`src/rtl/atm_pkg.sv`:
```
// Shared definitions for the ATM keypad entry block: FSM states, op codes
// and field geometry.
package atm_pkg;

  localparam int FIELD_W    = 12;
  localparam int NUM_FIELDS = 4;

  typedef enum logic [2:0] {
    ST_IDLE  = 3'd0,
    ST_ACC   = 3'd1,
    ST_PINE  = 3'd2,
    ST_OPSEL = 3'd3,
    ST_DST   = 3'd4,
    ST_AMT   = 3'd5,
    ST_SEND  = 3'd6
  } entry_state_t;

  localparam logic [2:0] OP_DEPOSIT  = 3'd0;
  localparam logic [2:0] OP_WITHDRAW = 3'd1;
  localparam logic [2:0] OP_TRANSFER = 3'd2;
  localparam logic [2:0] OP_BALANCE  = 3'd3;
  localparam logic [2:0] OP_EXIT     = 3'd4;

  // Index of each digit field within the per-field shifter array
  localparam logic [1:0] FLD_ACC = 2'd0;
  localparam logic [1:0] FLD_PIN = 2'd1;
  localparam logic [1:0] FLD_DST = 2'd2;
  localparam logic [1:0] FLD_AMT = 2'd3;

endpackage

```
`src/rtl/atm_digit_shift.sv`:
```
// Three-digit hex entry field: shifts digits in from the right, saturates at
// three digits, and clears on request.
module atm_digit_shift
  import atm_pkg::*;
(
  input  logic               clk,
  input  logic               rst,
  input  logic               shift_en,
  input  logic               clear,
  input  logic [3:0]         digit,
  output logic [FIELD_W-1:0] value,
  output logic [1:0]         count
);

  // Clear wins over a digit; once full, further digits are dropped
  always_ff @(posedge clk or negedge rst) begin
    if (!rst) begin
      value <= '0;
      count <= '0;
    end else if (clear) begin
      value <= '0;
      count <= '0;
    end else if (shift_en && count != 2'd3) begin
      value <= {value[FIELD_W-5:0], digit};
      count <= count + 2'd1;
    end
  end

endmodule

```
`src/rtl/atm_keypad_entry.sv`:
```
// Keypad session controller: assembles account, PIN, op code, destination and
// amount from key strobes and offers the request to the ATM core.
module atm_keypad_entry
  import atm_pkg::*;
#(
  parameter int TIMEOUT_CYCLES = 1024
) (
  input  logic               clk,
  input  logic               rst,
  input  logic               key_valid,
  input  logic [3:0]         key_digit,
  input  logic               key_enter,
  input  logic               key_clear,
  input  logic               key_cancel,
  input  logic               req_ready,
  output logic [FIELD_W-1:0] Account_Number,
  output logic [FIELD_W-1:0] PIN,
  output logic [FIELD_W-1:0] Destination_Account,
  output logic [FIELD_W-1:0] Amount,
  output logic [2:0]         Operation,
  output logic               req_valid,
  output logic               timeout,
  output logic [2:0]         entry_state
);

  localparam int CW = $clog2(TIMEOUT_CYCLES + 1);
  localparam logic [CW-1:0] IDLE_LIMIT = CW'(TIMEOUT_CYCLES - 1);

  entry_state_t state, next_state;

  logic [FIELD_W-1:0]    field_val [NUM_FIELDS];
  logic [1:0]            field_cnt [NUM_FIELDS];
  logic [NUM_FIELDS-1:0] shift_en;
  logic [NUM_FIELDS-1:0] field_clr;
  logic                  op_load, op_clr, op_seen;
  logic [CW-1:0]         idle_cnt;
  logic                  any_strobe, counting, handshake, timeout_fire;
  logic [1:0]            cur_field;
  logic                  has_field;

  for (genvar g = 0; g < NUM_FIELDS; g++) begin : g_field
    atm_digit_shift u_shift (
      .clk      (clk),
      .rst      (rst),
      .shift_en (shift_en[g]),
      .clear    (field_clr[g]),
      .digit    (key_digit),
      .value    (field_val[g]),
      .count    (field_cnt[g])
    );
  end

  assign Account_Number      = field_val[FLD_ACC];
  assign PIN                 = field_val[FLD_PIN];
  assign Destination_Account = field_val[FLD_DST];
  assign Amount              = field_val[FLD_AMT];
  assign entry_state         = state;

  assign any_strobe   = key_valid | key_enter | key_clear | key_cancel;
  assign counting     = (state != ST_IDLE) && (state != ST_SEND);
  assign handshake    = (state == ST_SEND) && req_valid && req_ready;
  assign timeout_fire = counting && !any_strobe && (idle_cnt == IDLE_LIMIT);

  always_comb begin
    has_field = 1'b1;
    cur_field = FLD_ACC;
    case (state)
      ST_ACC:  cur_field = FLD_ACC;
      ST_PINE: cur_field = FLD_PIN;
      ST_DST:  cur_field = FLD_DST;
      ST_AMT:  cur_field = FLD_AMT;
      default: has_field = 1'b0;
    endcase
  end

  always_ff @(posedge clk or negedge rst) begin
    if (!rst) state <= ST_IDLE;
    else      state <= next_state;
  end

  // Only the highest-priority strobe acts: cancel > clear > enter > digit
  always_comb begin
    next_state = state;
    shift_en   = '0;
    field_clr  = '0;
    op_load    = 1'b0;
    op_clr     = 1'b0;
    if (timeout_fire) begin
      next_state = ST_IDLE;
      field_clr  = '1;
      op_clr     = 1'b1;
    end else if (state == ST_SEND) begin
      if (handshake) begin
        op_clr = 1'b1;
        if (Operation == OP_EXIT) begin
          next_state = ST_IDLE;
          field_clr  = '1;
        end else begin
          next_state         = ST_OPSEL;
          field_clr[FLD_DST] = 1'b1;
          field_clr[FLD_AMT] = 1'b1;
        end
      end
    end else if (key_cancel) begin
      next_state = ST_IDLE;
      field_clr  = '1;
      op_clr     = 1'b1;
    end else if (key_clear) begin
      if (state == ST_OPSEL) op_clr = 1'b1;
      else if (has_field)    field_clr[cur_field] = 1'b1;
    end else if (key_enter) begin
      case (state)
        ST_ACC:  if (field_cnt[FLD_ACC] == 2'd3) next_state = ST_PINE;
        ST_PINE: if (field_cnt[FLD_PIN] == 2'd3) next_state = ST_OPSEL;
        ST_DST:  if (field_cnt[FLD_DST] == 2'd3) next_state = ST_AMT;
        ST_AMT:  if (field_cnt[FLD_AMT] != 2'd0) next_state = ST_SEND;
        ST_OPSEL: begin
          if (op_seen) begin
            if (Operation == OP_DEPOSIT || Operation == OP_WITHDRAW) next_state = ST_AMT;
            else if (Operation == OP_TRANSFER)                      next_state = ST_DST;
            else                                                     next_state = ST_SEND;
          end
        end
        default: ;
      endcase
    end else if (key_valid) begin
      if (state == ST_IDLE) begin
        shift_en[FLD_ACC] = 1'b1;
        next_state        = ST_ACC;
      end else if (state == ST_OPSEL) begin
        op_load = !key_digit[3];
      end else if (has_field) begin
        shift_en[cur_field] = 1'b1;
      end
    end
  end

  // op_seen gates the OPSEL enter so it only acts after a valid op digit
  always_ff @(posedge clk or negedge rst) begin
    if (!rst) begin
      Operation <= OP_DEPOSIT;
      op_seen   <= 1'b0;
    end else if (op_clr) begin
      Operation <= OP_DEPOSIT;
      op_seen   <= 1'b0;
    end else if (op_load) begin
      Operation <= key_digit[2:0];
      op_seen   <= 1'b1;
    end
  end

  always_ff @(posedge clk or negedge rst) begin
    if (!rst) begin
      req_valid <= 1'b0;
      timeout   <= 1'b0;
      idle_cnt  <= '0;
    end else begin
      req_valid <= (next_state == ST_SEND);
      timeout   <= timeout_fire;
      if (any_strobe || handshake || !counting || timeout_fire) idle_cnt <= '0;
      else                                                       idle_cnt <= idle_cnt + CW'(1);
    end
  end

endmodule

```
`config.mk`:
```
export PLATFORM = sky130hd
export DESIGN_NAME = atm_keypad_entry
export DESIGN_NICKNAME = d
export VERILOG_FILES = /design/src/rtl/atm_pkg.sv /design/src/rtl/atm_digit_shift.sv /design/src/rtl/atm_keypad_entry.sv
export SDC_FILE = /design/constraint.sdc
export NUM_CORES = 1
export LEC_CHECK = 0
export CORE_ASPECT_RATIO = 0.7
export CORE_MARGIN = 2
export CORE_UTILIZATION = 56
export DETAILED_ROUTE_END_ITERATION = 10
export PLACE_DENSITY = 0.83
export SLEW_MARGIN = 20
export SYNTH_ARGS = -nofsm -noshare
export SYNTH_HDL_FRONTEND = slang
export SYNTH_SLANG_ARGS = --single-unit
export TNS_END_PERCENT = 50
```
`constraint.sdc`:
```
create_clock -name clk -period 2.9 [get_ports clk]
set_input_delay 0.29 -clock clk [delete_from_list [all_inputs] [get_ports clk]]
set_output_delay 0.29 -clock clk [all_outputs]
set_load 0.005 [all_outputs]
```
==> run_results.csv, run 1 <==
group,metric,value,unit
status,outcome,"complete, no violations",
synth,synth_fa_ha_area_share,2.09,%
detailed_routing,wl_per_cell,16.1,um
synth,synth_mux_area_share,14.5,%
critical_path,rr_startpoint,"idle_cnt[0]",
synth,synth-simple-area-share,16.3,%
clocking,cts.sinks,76,
synth,synth-compound-area-share,7.22,%
final_layout,fill_cells,445,
clocking,clockBufferDepth,2,
grt,grt_antenna_before_repair,0,
final_layout,antenna-diode-count,0,
timing,rsz0062_at_grt,"no",
detailed_routing,drt-initial-drc-count,110,
placed_design,post-dp-hpwl,5140,um
timing,hold_viol,0,
critical_path,endpoint_kind,"flip-flop",
clocking,post_cts_buffers,0,
synth,ys_ff_latch,76,
die,row_count,24,
grt,grt.total_usage,22.9,%
die,coreArea,6220,um2
final_layout,multiInputGateArea,1550,um2
grt,grt_pass1_wl,12600,um
synth,avgSynthCellArea,11.4,um2
clocking,worstSkewPairLatency,0.35,ns
synth,synth_top_area_share,53.0,%
timing,maxSlewViolCount,0,
critical_path,crit_required,3.14,ns
critical_path,critPathKind,"flip-flop to flip-flop",
clocking,post_cts_resized,0,
synth,synthTopCellsByCount,"76 x dfrtp_1, 62 x nor2_1, 52 x mux2i_1",
timing,finalClockSkew,0.00711,ns
synth,ys_warn_count,0,
clocking,cts_hold_buf,0,
synth,synth.area.top_cells,"dfrtp_1 53%, mux2i_1 15%, nor2_1 6.5%",
synth,synth_top_family_by_area,"simple AND/OR/NAND/NOR gates",
synth,syn-num-nets,331,
synth,ys_seq_area_share,53.0,%
synth,synth_xor_area_share,2.93,%
job,drv_cap,0,
synth,postSynthCellCount,314,
detailed_routing,drc,0,
detailed_routing,avgViaCountPerCell,5.63,
timing,min_period,2.18,ns
critical_path,critical_path.startpoint,"idle_cnt[0]",
placed_design,io_buffer_count,66,
critical_path,worstPathCellList,"ha_1 -> nand4_1 -> nor4_1 -> a21oi_1 -> o211ai_1 -> buf_2 -> nor2_1",
timing,clock.fmax,458,MHz
synth,synth-edff-count,0,
final_layout,nNetsFinal,398,
timing,setup_tns,0,ns
clocking,cts_buffers,9,
power,power,1950,uW
clocking,clk_pin_slew_worst_paths,0.08,ns
timing,finalCritPeriodShare,75.3,%
power,power_density,438,nW/um2
clocking,htree_levels,3,
grt,grt_max_degree,77,
synth,synthArstFlopShare,100,%
critical_path,worst_path_largest_cell_delay,0.42,ns
critical_path,critPathSlowestCell,"nor4_1",
min_path,hp-class,"input pin to asynchronous set/reset pin",
synth,yosysTopAreaCell,"dfrtp_1",
critical_path,r2r_setup_slack,0.72,ns
synth,yosys.cell_types.count,56,
die,ioPinCount,67,
timing,setup_viol,0,
die,dieArea,7070,um2
die,dieWidth,99.7,um
power,peakVddDrop,0.000309,V
placed_design,place.gp.congestion,0.955,
timing,worst_pin_slew,0.936,ns
final_layout,seq_area,1900,um2
grt,grt-ovfl-total,0,
critical_path,cp-start-kind,"flip-flop",
critical_path,arrival,2.42,ns
synth,ys.flop_type,"dfrtp_1",
final_layout,syn_to_final_growth,24.2,%
clocking,cts_root_buf,"clkbuf_8",
power,p_leak,0.00204,uW
clocking,cts_tree,"done",
die,start_util,57.7,%
final_layout,drive_gt1_share,10.4,%
critical_path,crit_fanout,9,
detailed_routing,drt_wl_total,7470,um
detailed_routing,vias,2608,
timing,maxSlewHeadroom,37.6,%
synth,synth_area,3590,um2
die,die_h,71.0,um
grt,grt_pass1_vias,2570,
critical_path,reg2regPathDepth,7,
critical_path,r2r-end,"g_field[0].u_shift.value[11]",
detailed_routing,firstDrtPassIters,4,
synth,yosysMostFrequentCell,"dfrtp_1",
detailed_routing,postRouteAntennaNets,0,
layout make-up:
class	instances	area share (%)
Clock inverter	4	1.12
Sequential cell	76	42.7
Multi-Input combinational cell	216	34.7
Tap cell	78	2.19
Inverter	7	0.590
Clock buffer	11	3.17
Timing Repair Buffer	71	15.6
metal layers:
layer | routed length [um] | global-route usage, %
met5 | 0 | 0
met4 | 58 | 5.48
met3 | 534 | 6.52
met2 | 3330 | 34.4
met1 | 3550 | 33.5
worst max path at each step:
stage	endpoint	cells after the start	slack (ns)
2_1_floorplan	g_field[1].u_shift.value[2]	7	0.96
3_3_place_gp	g_field[1].u_shift.value[10]	7	0.45
3_5_place_dp	g_field[1].u_shift.value[7]	7	0.42
4_1_cts	g_field[0].u_shift.count[0]	5	0.70
5_1_grt	g_field[2].u_shift.value[5]	5	0.57
6_report	g_field[0].u_shift.value[11]	7	0.72
per-stage QoR:
stage / hold WS [ns] / utilization (%) / instance area [um2] / std cells / worst slack [ns]
2_1_floorplan: -0.00559 / - / 3590 / 314 / 0.965
4_1_cts: 0.111 / 71.6 / 4450 / 462 / 0.700
6_report: 0.0966 / 71.7 / 4460 / 463 / 0.717
3_5_place_dp: 0.486 / 68.5 / 4260 / 447 / 0.420
3_3_place_gp: 0.475 / 68.5 / 4260 / 447 / 0.453
5_1_grt: 0.166 / 71.7 / 4460 / 463 / 0.569
logic make-up (layout without fill, tap and decap cells):
logic type / after synthesis / after routing
DFF: 76 / 76
buffers and inverters: 22 / 93
adders and majority gates: 6 / 6
and+or+nand+nor: 114 / 114
xor gates and xnor gates: 12 / 12
muxes: 52 / 52
AOI/OAI and AO/OA: 32 / 32
state kept, by name (all words and copies together), names as in the netlist:
signal                 flops
g_field.u_shift.count      8
entry_state                3
idle_cnt                  11
Operation                  3
timeout                    1
req_valid                  1
g_field.u_shift.value     48
op_seen                    1
critical path, delay by kind of cell, from the launching register on:
family	cells	cell delay [ns]
adders and majority gates	1	0.21
and+or+nand+nor	3	0.63
buffers and inverters	1	0.31
DFF	1	0.39
AOI/OAI and AO/OA	2	0.52
cells in the final DEF (no fill, tap or decap), types with 2 or more instances in the layout:
cell type,instances
or4_1,2
clkdlybuf4s50_1,65
buf_4,5
nor2_1,62
nand2_1,8
a21oi_1,5
clkinvlp_4,2
xor2_1,6
o21ai_0,3
nor2b_1,3
and2_1,2
clkbuf_8,10
a22o_1,3
nor2_2,10
dfrtp_1,76
o21bai_4,2
mux2i_1,52
nor3_1,5
ha_1,6
a31oi_1,3
inv_1,5
nand4_1,4
xnor2_1,6
nand3_1,3
o311a_1,2
o211ai_1,2
power breakdown:
| group | switching [uW] | internal, uW |
|---|---|---|
| registers | 1.39 | 1060 |
| clock network | 371 | 415 |
| logic | 68.0 | 34.1 |
(Power assumes the default switching activity.)
==> run 2, diff against run 1 <==
CORE_UTILIZATION = 47   (was 56)
PLACE_DENSITY = 0.74   (was 0.83)
clock period = 1.9 ns   (was 2.9 ns; I/O delays follow)
==> run_results.csv, run 2 (synthesized netlist as in run 1, its figures left out) <==
group,metric,value,unit
status,outcome,"finished with violations",
status,violations,"negative setup slack",
min_path,hp-class,"input pin to asynchronous set/reset pin",
clocking,cts.sinks,76,
detailed_routing,firstDrtPassIters,5,
grt,grt_max_degree,40,
timing,finalClockSkew,0.00749,ns
grt,grt_antenna_before_repair,0,
power,power_density,624,nW/um2
clocking,clockBufferDepth,2,
grt,grt_pass1_vias,2596,
timing,finalWorstSetupSlack,-0.0241,ns
detailed_routing,postRouteAntennaNets,0,
grt,grt_pass1_wl,13200,um
placed_design,post_dp_cell_area,4520,um2
timing,finalCritPeriodShare,101,%
die,start_util,48.8,%
final_layout,antenna-diode-count,0,
timing,maxSlewHeadroom,66.6,%
detailed_routing,avgViaCountPerCell,5.33,
critical_path,endpoint_kind,"flip-flop",
die,row_count,26,
die,die_h,77.1,um
final_layout,nNetsFinal,424,
detailed_routing,drc,0,
critical_path,critPathKind,"flip-flop to flip-flop",
timing,rsz0062_at_grt,"yes",
detailed_routing,drt_wl_total,8410,um
die,ioPinCount,67,
power,peakVddDrop,0.000370,V
clocking,cts_buffers,9,
critical_path,crit_fanout,7,
clocking,htree_levels,3,
timing,setup_viol,13,
critical_path,critPathSlowestCell,"a221o_2",
power,p_leak,0.00217,uW
final_layout,reg_top3,"g_field.u_shift.value (48), idle_cnt (11), g_field.u_shift.count (8)",
final_layout,top_register,"g_field.u_shift.value",
placed_design,post-dp-hpwl,5740,um
clocking,cts_root_buf,"clkbuf_8",
clocking,worstSkewPairLatency,0.34,ns
die,coreArea,7350,um2
timing,worst_hold_slack,0.364,ns
detailed_routing,vias,2711,
timing,clock.fmax,520,MHz
critical_path,arrival,2.19,ns
critical_path,critPathBufInv,0,
final_layout,final_cell_mix,"75 x dfrtp_1, 65 x clkdlybuf4s50_1, 57 x nor2_1",
die,dieWidth,108,um
placed_design,place.gp.congestion,0.953,
placed_design,io_buffer_count,66,
critical_path,cp-start-kind,"flip-flop",
critical_path,timing.critical_path.max_delay_family,"compound AO/OA/AOI/OAI gates",
final_layout,syn_to_final_growth,33.4,%
job,drv_cap,0,
final_layout,post-route-util,65.1,%
critical_path,worst_path_largest_cell_delay,0.51,ns
clocking,cts_tree,"done",
final_layout,largest_reg_flops,48,
timing,min_period,1.92,ns
critical_path,worstPathCellList,"nor2b_1 -> o311a_1 -> a221o_2 -> o21bai_4 -> nor2_1",
final_layout,layout_commonest_cell,"dfrtp_1",
detailed_routing,drt-initial-drc-count,114,
final_layout,stdcell_area,4790,um2
grt,grt-ovfl-total,0,
timing,maxSlewViolCount,0,
critical_path,crit_required,2.17,ns
grt,grt.total_usage,20.4,%
timing,worst_pin_slew,0.500,ns
clocking,clk_pin_slew_worst_paths,0.07,ns
detailed_routing,wl_per_cell,16.5,um
die,dieArea,8360,um2
timing,hold_viol,0,
final_layout,drive_gt1_share,18.2,%
==> run 2: changes by cell type in the layout (fill, tap and decap cells not counted), sizes merged <==
cell         delta
buf            +23
clkinv          +3
clkinvlp        -2
o21bai          +2
clkbuf          -1
dlygate4sd3     +1
==> run 2: power by group <==
group          internal (uW)  switching (uW)  leakage, uW
registers               1620            2.65      0.00106
logic                   82.6             121      0.00101
clock network            595             563    0.0000959
==> run 2: final timing paths <==
check | start | endpoint | slack [ns] | cells past startpoint
hold / removal | rst | g_field[0].u_shift.value[4] | 0.36 | 2
setup reg to reg | entry_state[1] | g_field[3].u_shift.value[1] | -0.02 | 5
max in group asynchronous | rst | idle_cnt[8] | 0.97 | 3
hold reg to reg | g_field[0].u_shift.value[9] | g_field[0].u_shift.value[9] | 0.53 | 2
min in group clk | g_field[0].u_shift.value[9] | g_field[0].u_shift.value[9] | 0.53 | 2
setup / recovery | entry_state[1] | g_field[3].u_shift.value[1] | -0.02 | 5
==> run 2: what timing repair did <==
action,CTS,global route
endpoints found under the hold margin,38,0
setup buffers,0,1
hold buffers,1,0
resized for setup,0,12
endpoints found under the setup margin,0,32
==> run 2: routing by layer <==
| layer | routed length [um] | up-vias | global-route usage [%] |
|---|---|---|---|
| met3 | 511 | 2 | 6.29 |
| met5 | 0 | - | 0 |
| met2 | 3630 | 79 | 28.0 |
| met4 | 21 | 0 | 4.62 |
| li1 | - | 1278 | - |
| met1 | 4240 | 1352 | 31.3 |
==> run 2: cell type report <==
class	instances	area, um2
flip-flops and latches	76	1900
inverters	7	26.3
repair buffers	95	941
multi-input cells	218	1610
well taps	98	123
clock buffers	10	128
clock inverters	5	53.8
fillers	602	2570
==> run 2: stage by stage <==
stage,power [uW],TNS [ns],cells,worst slack [ns]
after detailed placement,1840,-11.11,490,-0.259
after global routing,3110,-0.946,509,-0.0608
after global placement,1840,-8.23,490,-0.215
final,2980,-0.117,509,-0.0241
after CTS,3000,0,506,0.0188
after floorplan,1730,0,314,0.00566
